<file path="src/rtl/lane_rr_arbiter_if.sv">
// Bundle of request, release, data and grant signals shared between the
// requesters and the round-robin lane arbiter.
interface lane_rr_arbiter_if #(
  parameter int N_REQ = 4
);
  logic [N_REQ-1:0] req;
  logic [N_REQ-1:0] last;
  logic [N_REQ-1:0] din;
  logic [N_REQ-1:0] gnt;
  logic             o;
  logic             o_vld;
  logic             busy;
  logic             timeout;

  modport master (
    output req, last, din,
    input  gnt, o, o_vld, busy, timeout
  );

  modport slave (
    input  req, last, din,
    output gnt, o, o_vld, busy, timeout
  );
endinterface

</file>
<file path="src/rtl/lane_rr_arbiter.sv">
// Round-robin arbiter that hands a 1-bit output lane to one requester at a
// time, with per-ownership hold limit and back-to-back handover on release.
module lane_rr_arbiter #(
  parameter int N_REQ    = 4,
  parameter int HOLD_MAX = 8
) (
  input  logic             clk,
  input  logic             rst_n,
  lane_rr_arbiter_if.slave bus
);
  localparam int PW = (N_REQ > 1) ? $clog2(N_REQ) : 1;
  localparam int HW = $clog2(HOLD_MAX + 1);

  typedef enum logic {IDLE, OWN} state_t;

  state_t           state_reg, state_next;
  logic [PW-1:0]    owner_reg, owner_next;
  logic [PW-1:0]    ptr_reg, ptr_next;
  logic [HW-1:0]    hold_reg, hold_next;
  logic [N_REQ-1:0] gnt_reg, gnt_next;
  logic             o_reg, o_next;
  logic             o_vld_reg, o_vld_next;
  logic             timeout_reg, timeout_next;

  logic             own_last, own_req, hold_hit, release_now;
  logic [PW-1:0]    owner_inc, search_ptr, win_idx;
  logic             win_any;
  logic [PW-1:0]    rot_idx [N_REQ];
  logic [N_REQ-1:0] rot_req;

  assign own_last    = bus.last[owner_reg];
  assign own_req     = bus.req[owner_reg];
  assign hold_hit    = (hold_reg == HW'(HOLD_MAX));
  assign release_now = (state_reg == OWN) && (own_last || !own_req || hold_hit);
  assign owner_inc   = (owner_reg == PW'(N_REQ - 1)) ? '0 : owner_reg + PW'(1);

  // On a release the search already starts after the releasing owner.
  assign search_ptr  = release_now ? owner_inc : ptr_reg;

  // rot_req[gi] is the request of the requester gi places after search_ptr.
  generate
    for (genvar gi = 0; gi < N_REQ; gi++) begin : g_rot
      logic [PW:0] sum;
      assign sum         = {1'b0, search_ptr} + (PW+1)'(gi);
      assign rot_idx[gi] = (sum >= (PW+1)'(N_REQ)) ? PW'(sum - (PW+1)'(N_REQ))
                                                   : sum[PW-1:0];
      assign rot_req[gi] = bus.req[rot_idx[gi]];
    end
  endgenerate

  always_comb begin
    win_idx = '0;
    for (int i = N_REQ - 1; i >= 0; i--) begin
      if (rot_req[i]) win_idx = rot_idx[i];
    end
  end
  assign win_any = |rot_req;

  always_comb begin
    state_next   = state_reg;
    owner_next   = owner_reg;
    ptr_next     = ptr_reg;
    hold_next    = hold_reg;
    timeout_next = 1'b0;
    gnt_next     = '0;
    o_next       = 1'b0;
    o_vld_next   = 1'b0;

    case (state_reg)
      IDLE: begin
        if (win_any) begin
          state_next = OWN;
          owner_next = win_idx;
          hold_next  = HW'(1);
        end
      end
      OWN: begin
        o_next     = bus.din[owner_reg];
        o_vld_next = 1'b1;
        if (release_now) begin
          ptr_next     = owner_inc;
          // A coincident last or a dropped request makes it a normal release.
          timeout_next = hold_hit && !own_last && own_req;
          if (win_any) begin
            owner_next = win_idx;
            hold_next  = HW'(1);
          end else begin
            state_next = IDLE;
            hold_next  = '0;
          end
        end else begin
          hold_next = hold_reg + HW'(1);
        end
      end
      default: state_next = IDLE;
    endcase

    if (state_next == OWN) gnt_next[owner_next] = 1'b1;
  end

  always_ff @(posedge clk) begin
    if (!rst_n) begin
      state_reg   <= IDLE;
      owner_reg   <= '0;
      ptr_reg     <= '0;
      hold_reg    <= '0;
      gnt_reg     <= '0;
      o_reg       <= 1'b0;
      o_vld_reg   <= 1'b0;
      timeout_reg <= 1'b0;
    end else begin
      state_reg   <= state_next;
      owner_reg   <= owner_next;
      ptr_reg     <= ptr_next;
      hold_reg    <= hold_next;
      gnt_reg     <= gnt_next;
      o_reg       <= o_next;
      o_vld_reg   <= o_vld_next;
      timeout_reg <= timeout_next;
    end
  end

  assign bus.gnt     = gnt_reg;
  assign bus.o       = o_reg;
  assign bus.o_vld   = o_vld_reg;
  assign bus.busy    = (state_reg == OWN);
  assign bus.timeout = timeout_reg;
endmodule

</file>
<file path="src/flat_wrapper.sv">
// flat-port wrapper written by rule: the top's interface ports become plain ports
module lane_rr_arbiter_flat 
#(
  parameter int N_REQ    = 4,
  parameter int HOLD_MAX = 8
)
  (clk, rst_n, bus_req, bus_last, bus_din, bus_gnt, bus_o, bus_o_vld, bus_busy, bus_timeout);
  lane_rr_arbiter_if #(.N_REQ(N_REQ)) bus_i ();
  input  logic clk;
  input  logic rst_n;
  input wire logic [$bits(bus_i.req)-1:0] bus_req;
  input wire logic [$bits(bus_i.last)-1:0] bus_last;
  input wire logic [$bits(bus_i.din)-1:0] bus_din;
  output wire logic [$bits(bus_i.gnt)-1:0] bus_gnt;
  output wire logic [$bits(bus_i.o)-1:0] bus_o;
  output wire logic [$bits(bus_i.o_vld)-1:0] bus_o_vld;
  output wire logic [$bits(bus_i.busy)-1:0] bus_busy;
  output wire logic [$bits(bus_i.timeout)-1:0] bus_timeout;
  assign bus_i.req = bus_req;
  assign bus_i.last = bus_last;
  assign bus_i.din = bus_din;
  assign bus_gnt = bus_i.gnt;
  assign bus_o = bus_i.o;
  assign bus_o_vld = bus_i.o_vld;
  assign bus_busy = bus_i.busy;
  assign bus_timeout = bus_i.timeout;
  lane_rr_arbiter #(.N_REQ(N_REQ), .HOLD_MAX(HOLD_MAX)) u_core (.clk(clk), .rst_n(rst_n), .bus(bus_i));
endmodule
</file>
<file path="config.mk">
export PLATFORM = sky130hd
export DESIGN_NAME = lane_rr_arbiter_flat
export DESIGN_NICKNAME = d
export VERILOG_FILES = /design/src/rtl/lane_rr_arbiter_if.sv /design/src/rtl/lane_rr_arbiter.sv /design/src/flat_wrapper.sv
export SDC_FILE = /design/constraint.sdc
export NUM_CORES = 1
export LEC_CHECK = 0
export CORE_AREA = 5 5 46 57
export DETAILED_ROUTE_END_ITERATION = 10
export DIE_AREA = 0 0 51 62
export PLACE_DENSITY = 0.81
export SLEW_MARGIN = 20
export SYNTH_ARGS = -nofsm -noshare
export SYNTH_HDL_FRONTEND = slang
export SYNTH_SLANG_ARGS = --single-unit
</file>
<file path="constraint.sdc">
create_clock -name clk -period 5.6 [get_ports clk]
set_input_delay 1.4 -clock clk [delete_from_list [all_inputs] [get_ports clk]]
set_output_delay 1.4 -clock clk [all_outputs]
set_load 0.05 [all_outputs]
</file>
# Yosys cells after proc, flatten, opt, wreduce, memory -nomap -nowiden
# Index checks and enable logic that the tools add are counted.
dict set report totals {
  register_bits 16
  inputBits 14
  output_inout_bits 8
}
dict set report op_classes {
  addsub 9
  magnitude_cmp 11
  n_eq_ne 3
  n_mux 37
  n_bitwise 1
  reduce_logical 12
}
# cell n
set ops {}
lappend ops {{2-bit 2-to-1 mux} 12}
lappend ops {{2-bit by 3-bit < comparator with 1-bit output (second input constant)} 6}
lappend ops {{1-bit binary-select mux with 2-bit select} 7}
lappend ops {{1-bit 2-to-1 mux} 12}
lappend ops {{3-bit greater-or-equal comparator (second input constant)} 3}
lappend ops {{4-bit 2-to-1 mux} 2}
lappend ops {{4-bit one-hot mux with 2 select lines} 1}
lappend ops {{2-bit by 1-bit subtractor with 2-bit output (second input constant)} 4}
lappend ops {{2-bit by 2-bit adder with 3-bit output (second input constant)} 2}
lappend ops {{4-bit by 1-bit adder with 4-bit output (second input constant)} 1}
lappend ops {{4-bit equality test (second input constant)} 1}
lappend ops {{1-bit logical AND} 4}
lappend ops {{2-bit one-hot mux with 2 select lines} 1}
lappend ops {{2-bit AND reduction} 2}
lappend ops {{4-bit OR reduction} 1}
lappend ops {{2-bit by 1-bit adder with 3-bit output (second input constant)} 1}
lappend ops {{2-bit by 3-bit greater-or-equal comparator with 1-bit output (second input constant)} 1}
lappend ops {{3-bit AND reduction} 1}
lappend ops {{2-bit by 1-bit adder with 2-bit output (second input constant)} 1}
lappend ops {{1-bit demux with 2-bit select} 1}
lappend ops {{2-bit equality test (second input constant)} 1}
lappend ops {{2-bit by 1-bit greater-or-equal comparator with 1-bit output (second input constant)} 1}
lappend ops {{1-bit logical NOT} 2}
lappend ops {{1-bit logical OR} 2}
lappend ops {{3 further kinds} 3}

# Logic depth before layout (Yosys ltp)
# Gate-level depths: netlist of the first run.
dict set report depth {
  word_depth 23
  depth_mapped 9
  ltp_nobuf 9
}

# Least setup slack after synthesis of the first run
# OpenSTA, ideal clock, no wires.
dict set report synth_path {
  path_type {in2reg}
  from {input port bus_req[2]}
  to {register u_core.gnt_reg[0], in the netlist u_core.bus.gnt[0]}
  setup_time_ns 0.116
  arrival_ns 3.160
  t_required_ns 5.484
  path_slack_ns 2.325
  cell_stages 8
  cell_sequence {buf_6 > nor2b_4 > mux4_2 > and3_2 > buf_4 > a311o_1 > o22a_1 > and3_1}
}
dict set report synth_between {
  elab_chain_len 23
  elab_cells_between_ends 47
  cone_classes {add/sub: 7; order compare: 6; mux: 27; reduce/logical: 7}
}
# item line
set synth_lines {}
lappend synth_lines {{start: declaration} flat_wrapper.sv:11} ;# input wire logic [$bits(bus_i.req)-1:0] bus_req;
lappend synth_lines {{1-bit binary-select mux with 2-bit select} lane_rr_arbiter.sv:32} ;# assign own_req = bus.req[owner_reg];
lappend synth_lines {{1-bit 2-to-1 mux (implied by the code)} lane_rr_arbiter.sv:32}
lappend synth_lines {{1-bit logical NOT} lane_rr_arbiter.sv:34} ;# assign release_now = (state_reg == OWN) && (own_last || !own_req || hold_hit);
lappend synth_lines {{1-bit logical OR (2 in a row)} lane_rr_arbiter.sv:34}
lappend synth_lines {{1-bit logical AND} lane_rr_arbiter.sv:34}
lappend synth_lines {{2-bit 2-to-1 mux} lane_rr_arbiter.sv:38} ;# assign search_ptr = release_now ? owner_inc : ptr_reg;
lappend synth_lines {{2-bit by 2-bit adder with 3-bit output} lane_rr_arbiter.sv:44} ;# assign sum = {1'b0, search_ptr} + (PW+1)'(gi);
lappend synth_lines {{3-bit greater-or-equal comparator / 2-bit by 1-bit subtractor with 2-bit output (equally long branches)} lane_rr_arbiter.sv:45} ;# assign rot_idx[gi] = (sum >= (PW+1)'(N_REQ)) ? PW'(sum - (PW+1)'(N_REQ))
lappend synth_lines {{(+3 left out)} --}
lappend synth_lines {{2-bit 2-to-1 mux (4 in a row)} lane_rr_arbiter.sv:54} ;# if (rot_req[i]) win_idx = rot_idx[i];
lappend synth_lines {{2-bit 2-to-1 mux} {lane_rr_arbiter.sv:71, lane_rr_arbiter.sv:84}}
lappend synth_lines {{2-bit 2-to-1 mux} lane_rr_arbiter.sv:80} ;# if (release_now) begin
lappend synth_lines {{2-bit one-hot mux with 2 select lines} lane_rr_arbiter.sv:69} ;# case (state_reg)
lappend synth_lines {{2-bit by 3-bit < comparator with 1-bit output (implied by the code) / 2-bit by 1-bit greater-or-equal comparator with 1-bit output (equally long branches)} lane_rr_arbiter.sv:98} ;# if (state_next == OWN) gnt_next[owner_next] = 1'b1;
lappend synth_lines {{1-bit logical AND (implied by the code)} lane_rr_arbiter.sv:98}
lappend synth_lines {{1-bit 2-to-1 mux (implied by the code)} lane_rr_arbiter.sv:98}
lappend synth_lines {{1-bit demux with 2-bit select} --}
lappend synth_lines {{end signal: assignment} lane_rr_arbiter.sv:116} ;# gnt_reg <= gnt_next;
lappend synth_lines {{end: declaration} lane_rr_arbiter.sv:20} ;# logic [N_REQ-1:0] gnt_reg, gnt_next;
# Parallel ways exist; a longest one is shown, timed or not. The select of a mux whose other input is x is not followed.
# A chain may end at the register's enable or synchronous reset.

# Worst setup path in the final report of the first run
dict set report layout_path {
  from {input port bus_req[2]}
  to {register u_core.gnt_reg[1], in the netlist u_core.bus.gnt[1]}
}
# The elaborated chain is that of the path after synthesis.

==> results.txt, run 1 <==
Die Ht -> 62 um
Sequential-to-total area share from yosys stat -> 0.316
CTS H-tree depth -> 1
DR iter-0 viols -> 56
Worst-skew pair later-pin latency -> 290 ps
WHS Path Cells -> 2
Via count -> 964
Final min period -> 3760 ps
Initial Utilization -> 0.506
Clk root buf -> clkbuf_4
Synth Area in Simple Gates -> 0.290
Setup violators final -> 0
Most common cell after layout, fill and taps aside -> clkdlybuf4s50_1
Fin. Hold Viols -> 0
Num CTS Buffers -> 3
Max_cap viols -> 0
Cells after Synth -> 117
Final WS setup -> 1840 ps
Complex-gate fraction of the synthesized area -> 0.188
Largest family of logic cells by synthesized area -> simple AND/OR/NAND/NOR gates
Routed len/inst -> 15.0 um
RSZ-0062 raised after global routing -> false
Mapped Area -> 0.00101 mm^2
Maximum operating frequency -> 266 MHz
FFs w/ async S/R, synth -> 0
Share of the synthesized area in the top cell type -> 0.316
First-pass GRT wire length -> 4130 um
Synth Area in XOR/XNOR -> 0
Slew margin rel. -> 0.648
Post-route ant nets -> 0
Share of cells above drive strength 1 -> 0.109
Synth area leader -> dfxtp_1
Die ar. -> 0.00316 mm^2
Sw frac -> 0.357
CP arrival -> 3990 ps
Hold Path Class -> reg2reg
Static leakage -> 0.506 nW
Synth Register Bits -> 16
Clock sink count -> 16
# nets final -> 156
Power Dens Cells -> 281 mW/mm^2
CTS tree -> yes
Pin count of the biggest net entering global routing -> 15
Worst reg-to-reg path cell count -> 7
Post-synthesis mux area share -> 0.110
Clk_skew -> 0.463 ps
Post-route insts no fill -> 158
Core area -> 0.00200 mm^2
Gpl congestion -> 0.981
Outcome -> complete, no violations
DRC errors left -> 0
Placed Cells -> 154
Clock slew at reported path FFs -> 100 ps
Port-buffer cells -> 21
Ys flop type -> dfxtp_1
Post-CTS Resized -> 0
Hold-fix buffers, CTS -> 0
Pre-CTS setup slack -> 1570 ps
Worst-Margin Slew -> 527 ps
Post-synth EDFFs -> 0
Row Count -> 18
Final Max Tran Viols -> 0
Critical path class -> in2reg
# Post-CTS Setup Buffers -> 0
Maximum VDD drop -> 0.224 mV
Commonest cells after routing, fill and taps aside -> clkdlybuf4s50_1 (21), dfxtp_1 (16), nor2_1 (10), nand2_1 (10), nor2b_1 (8)
Crit end category -> flip-flop
N_diodes -> 0
Gr ovfl total -> 0
Top-Level Pins -> 22
Comb power frac -> 0.384
CP Data Required Time -> 5830 ps
Synth top area cells -> dfxtp_1 (32%), nor2b_1 (4.9%), mux4_2 (4.4%)
Post-route clock period utilization -> 0.672
Worst Hold Margin -> 619 ps
Crit-path max FO -> 9
CP Launch Type -> input port
Net Sw Power -> 0.126 mW
Initial antenna violation count -> 0
Hpwl dp -> 1810 um
Adder-cell share of the synthesized area -> 0.0370
Clock Path Buffers -> 2
Ys Warns -> 0
Distinct cells, synth -> 44
Mean Syn Cell Area -> 8.66 um^2
Mapped Nets -> 134
Setup TNS -> 0 ps
Die Span X -> 51 um
P&R area growth vs syn -> 23.5%
Sequential power share -> 0.391
Vias in the first global route -> 955
Gr usage total -> 0.173
Pre-antenna DRT Iters -> 7
Drt total wl -> 2370 um
Via/cell ratio -> 6.10
Clock network power share -> 0.225
Pint -> 0.226 mW
## stage by stage
step	power, mW	instance area [um^2]	util
floorplan	0.236	1010	-
global placement	0.270	1210	0.606
detailed placement	0.274	1210	0.606
CTS	0.352	1250	0.624
global route	0.372	1250	0.624
finish	0.352	1250	0.624
## layer usage
| layer | up-vias | track usage | share of wire | wire (um) |
|---|---|---|---|---|
| met5 | - | 0 | 0 | 0 |
| met4 | 0 | 0.0692 | 0.026 | 61 |
| met3 | 10 | 0.0406 | 0.079 | 188 |
| met2 | 50 | 0.317 | 0.50 | 1190 |
| met1 | 442 | 0.194 | 0.39 | 924 |
| li1 | 462 | - | - | - |
## layout make-up
cell class	instances	area, um^2
timing repair buffer	21	210
tap	20	25.0
clock buffer	4	36.3
multi-input combinational	90	633
fill	166	753
sequential	16	320
inverter	7	26.3
## cell families after synthesis
logic type	count (synthesis)
flops	16
compound gates	28
buf+inv	11
mux	7
simple gates	52
fa+ha+maj	3
## worst paths after layout
kind | startpoint | endpoint | slack (ps)
hold reg to reg | u_core.hold_reg[1]$_SDFFE_PN0P_ | u_core.hold_reg[1]$_SDFFE_PN0P_ | 620
hold / removal | u_core.hold_reg[1]$_SDFFE_PN0P_ | u_core.hold_reg[1]$_SDFFE_PN0P_ | 620
setup reg to reg | u_core.owner_reg[0]$_SDFF_PN0_ | u_core.bus.gnt[1]$_SDFF_PN0_ | 3180
setup / recovery | bus_req[2] | u_core.bus.gnt[1]$_SDFF_PN0_ | 1840
## cells in the mapped netlist (2+ instances only)
master    count
and2_1        5
buf_6         2
o22ai_1       3
nand2_1      10
ha_1          3
inv_1         6
nor2_1       10
mux4_2        2
o21ai_0       7
nand2b_1      5
a21oi_1       5
nor2b_1       8
dfxtp_1      16
and3_2        2
mux2i_1       4
## critical path: stages
cell	delay, ps
clkdlybuf4s50_1	660
nand2b_1	90
mux4_2	560
o22ai_1	320
o221ai_1	170
a21o_1	210
a221oi_2	370
nor3b_2	210
## power by group through the flow
stage / clock network [mW] / registers [mW] / logic [mW]
after floorplan: 0 / 0.159 / 0.0776
after global placement: 0 / 0.139 / 0.131
after detailed placement: 0 / 0.140 / 0.134
after global routing: 0.0856 / 0.139 / 0.147
after CTS: 0.0800 / 0.137 / 0.134
final: 0.0793 / 0.138 / 0.135
Power figures use the tool's default switching activity.
==> inputs of run 2 (changes only) <==
CORE_AREA = 5 5 47 59   (was 5 5 46 57)
DIE_AREA = 0 0 52 64   (was 0 0 51 62)
PLACE_DENSITY = 0.76   (was 0.81)
clock period = 3.9 ns   (was 5.6 ns; I/O delays follow)
==> results.txt, run 2 (same netlist as run 1, synthesis figures left out) <==
Port-buffer cells -> 21
Worst-Margin Slew -> 498 ps
Gr usage total -> 0.159
Clock slew at reported path FFs -> 90 ps
Clk root buf -> clkbuf_4
First-pass GRT wire length -> 4170 um
Clock Path Buffers -> 2
# fillers -> 197
Hpwl dp -> 1780 um
Die ar. -> 0.00333 mm^2
Share of cells above drive strength 1 -> 0.109
Maximum VDD drop -> 0.299 mV
CP Data Required Time -> 4120 ps
Fin area -> 0.00126 mm^2
Row Count -> 19
Vias in the first global route -> 930
P&R area growth vs syn -> 24.8%
Max stage delay on crit path -> 680 ps
Hold Path Class -> reg2reg
DRC errors left -> 0
DR iter-0 viols -> 32
Final min period -> 3320 ps
Slew margin rel. -> 0.667
Placement-stage cell area -> 0.00123 mm^2
Total power -> 0.501 mW
CP max-delay cell -> clkdlybuf4s50_1
Clk_skew -> 2.33 ps
N_diodes -> 0
Crit-path max FO -> 9
Core area -> 0.00216 mm^2
Most common cell after layout, fill and taps aside -> clkdlybuf4s50_1
Setup violators final -> 0
# Post-CTS Setup Buffers -> 0
CTS tree -> yes
Post-CTS Resized -> 0
Die Span X -> 52 um
Commonest cells after routing, fill and taps aside -> clkdlybuf4s50_1 (21), dfxtp_1 (16), nor2_1 (10), nand2_1 (10), nor2b_1 (8)
Worst-skew pair later-pin latency -> 280 ps
Critical path class -> in2reg
Via count -> 941
Pin count of the biggest net entering global routing -> 15
Final Max Tran Viols -> 0
Power Dens Cells -> 396 mW/mm^2
Setup TNS -> 0 ps
CTS H-tree depth -> 1
Hold-fix buffers, CTS -> 0
Initial Utilization -> 0.468
Fin. Hold Viols -> 0
Initial antenna violation count -> 0
Post-route ant nets -> 0
Pre-antenna DRT Iters -> 4
Die Ht -> 64 um
Static leakage -> 0.506 nW
Crit end category -> flip-flop
RSZ-0062 raised after global routing -> false
# nets final -> 156
Routed len/inst -> 13.9 um
Clock sink count -> 16
Gr ovfl total -> 0
Num CTS Buffers -> 3
Worst Hold Margin -> 615 ps
Top-Level Pins -> 22
Max_cap viols -> 0
Gpl congestion -> 0.899
Outcome -> complete, no violations
CP Launch Type -> input port
Maximum operating frequency -> 302 MHz
Via/cell ratio -> 5.57
Worst-path cell chain -> clkdlybuf4s50_1 > nand2b_1 > mux4_2 > o22ai_1 > o221ai_1 > a21o_1 > a221oi_2 > nor3b_2
Post-route clock period utilization -> 0.850
Drt total wl -> 2340 um
CP arrival -> 3540 ps
-- run 2: cell counts in the layout (fill, tap and decap cells not counted) --
No cell type changed its count.
-- run 2: path summary, 6_finish.rpt --
check / slack [ps] / cells after the start / from / endpoint
setup / recovery: 580 / 8 / bus_req[2] / u_core.bus.gnt[1]$_SDFF_PN0_
hold / removal: 620 / 2 / u_core.hold_reg[3]$_SDFFE_PN0P_ / u_core.hold_reg[3]$_SDFFE_PN0P_
setup reg to reg: 1510 / 7 / u_core.owner_reg[0]$_SDFF_PN0_ / u_core.bus.gnt[1]$_SDFF_PN0_
hold reg to reg: 620 / 2 / u_core.hold_reg[3]$_SDFFE_PN0P_ / u_core.hold_reg[3]$_SDFFE_PN0P_
-- run 2: metal layers --
layer | up-vias | share of wire | track usage
li1 | 457 | - | -
met1 | 432 | 0.41 | 0.199
met2 | 46 | 0.49 | 0.258
met3 | 6 | 0.076 | 0.0395
met4 | 0 | 0.019 | 0.0590
met5 | - | 0 | 0
-- run 2: final cells by class --
cell class	instances	area, um^2	area share
tap	31	38.8	0.0307
inverter	7	26.3	0.0208
multi-input combinational	90	633	0.500
sequential	16	320	0.253
clock buffer	4	36.3	0.0287
timing repair buffer	21	210	0.166
-- run 2: stage by stage --
| step | setup WS (ps) | util | std cells |
|---|---|---|---|
| 3_5_place_dp | 312 | 0.568 | 165 |
| 3_3_place_gp | 337 | 0.568 | 165 |
| 5_1_grt | 399 | 0.585 | 169 |
| 2_1_floorplan | 1050 | - | 117 |
| 6_report | 583 | 0.585 | 169 |
| 4_1_cts | 611 | 0.585 | 169 |
-- run 2: report_power, final --
part / internal (mW) / total, mW / leakage [nW] / switching, mW
Sequential: 0.181 / 0.198 / 0.131 / 0.0170
Clock: 0.0568 / 0.110 / 0.0210 / 0.0528
Combinational: 0.0869 / 0.194 / 0.354 / 0.107
Total: 0.325 / 0.501 / 0.506 / 0.177
-- run 2: worst max-delay path: cells and delay by family --
family / cells / cell delay [ps]
compound gates: 4 / 1010
buf+inv: 1 / 680
mux: 1 / 550
simple gates: 2 / 320
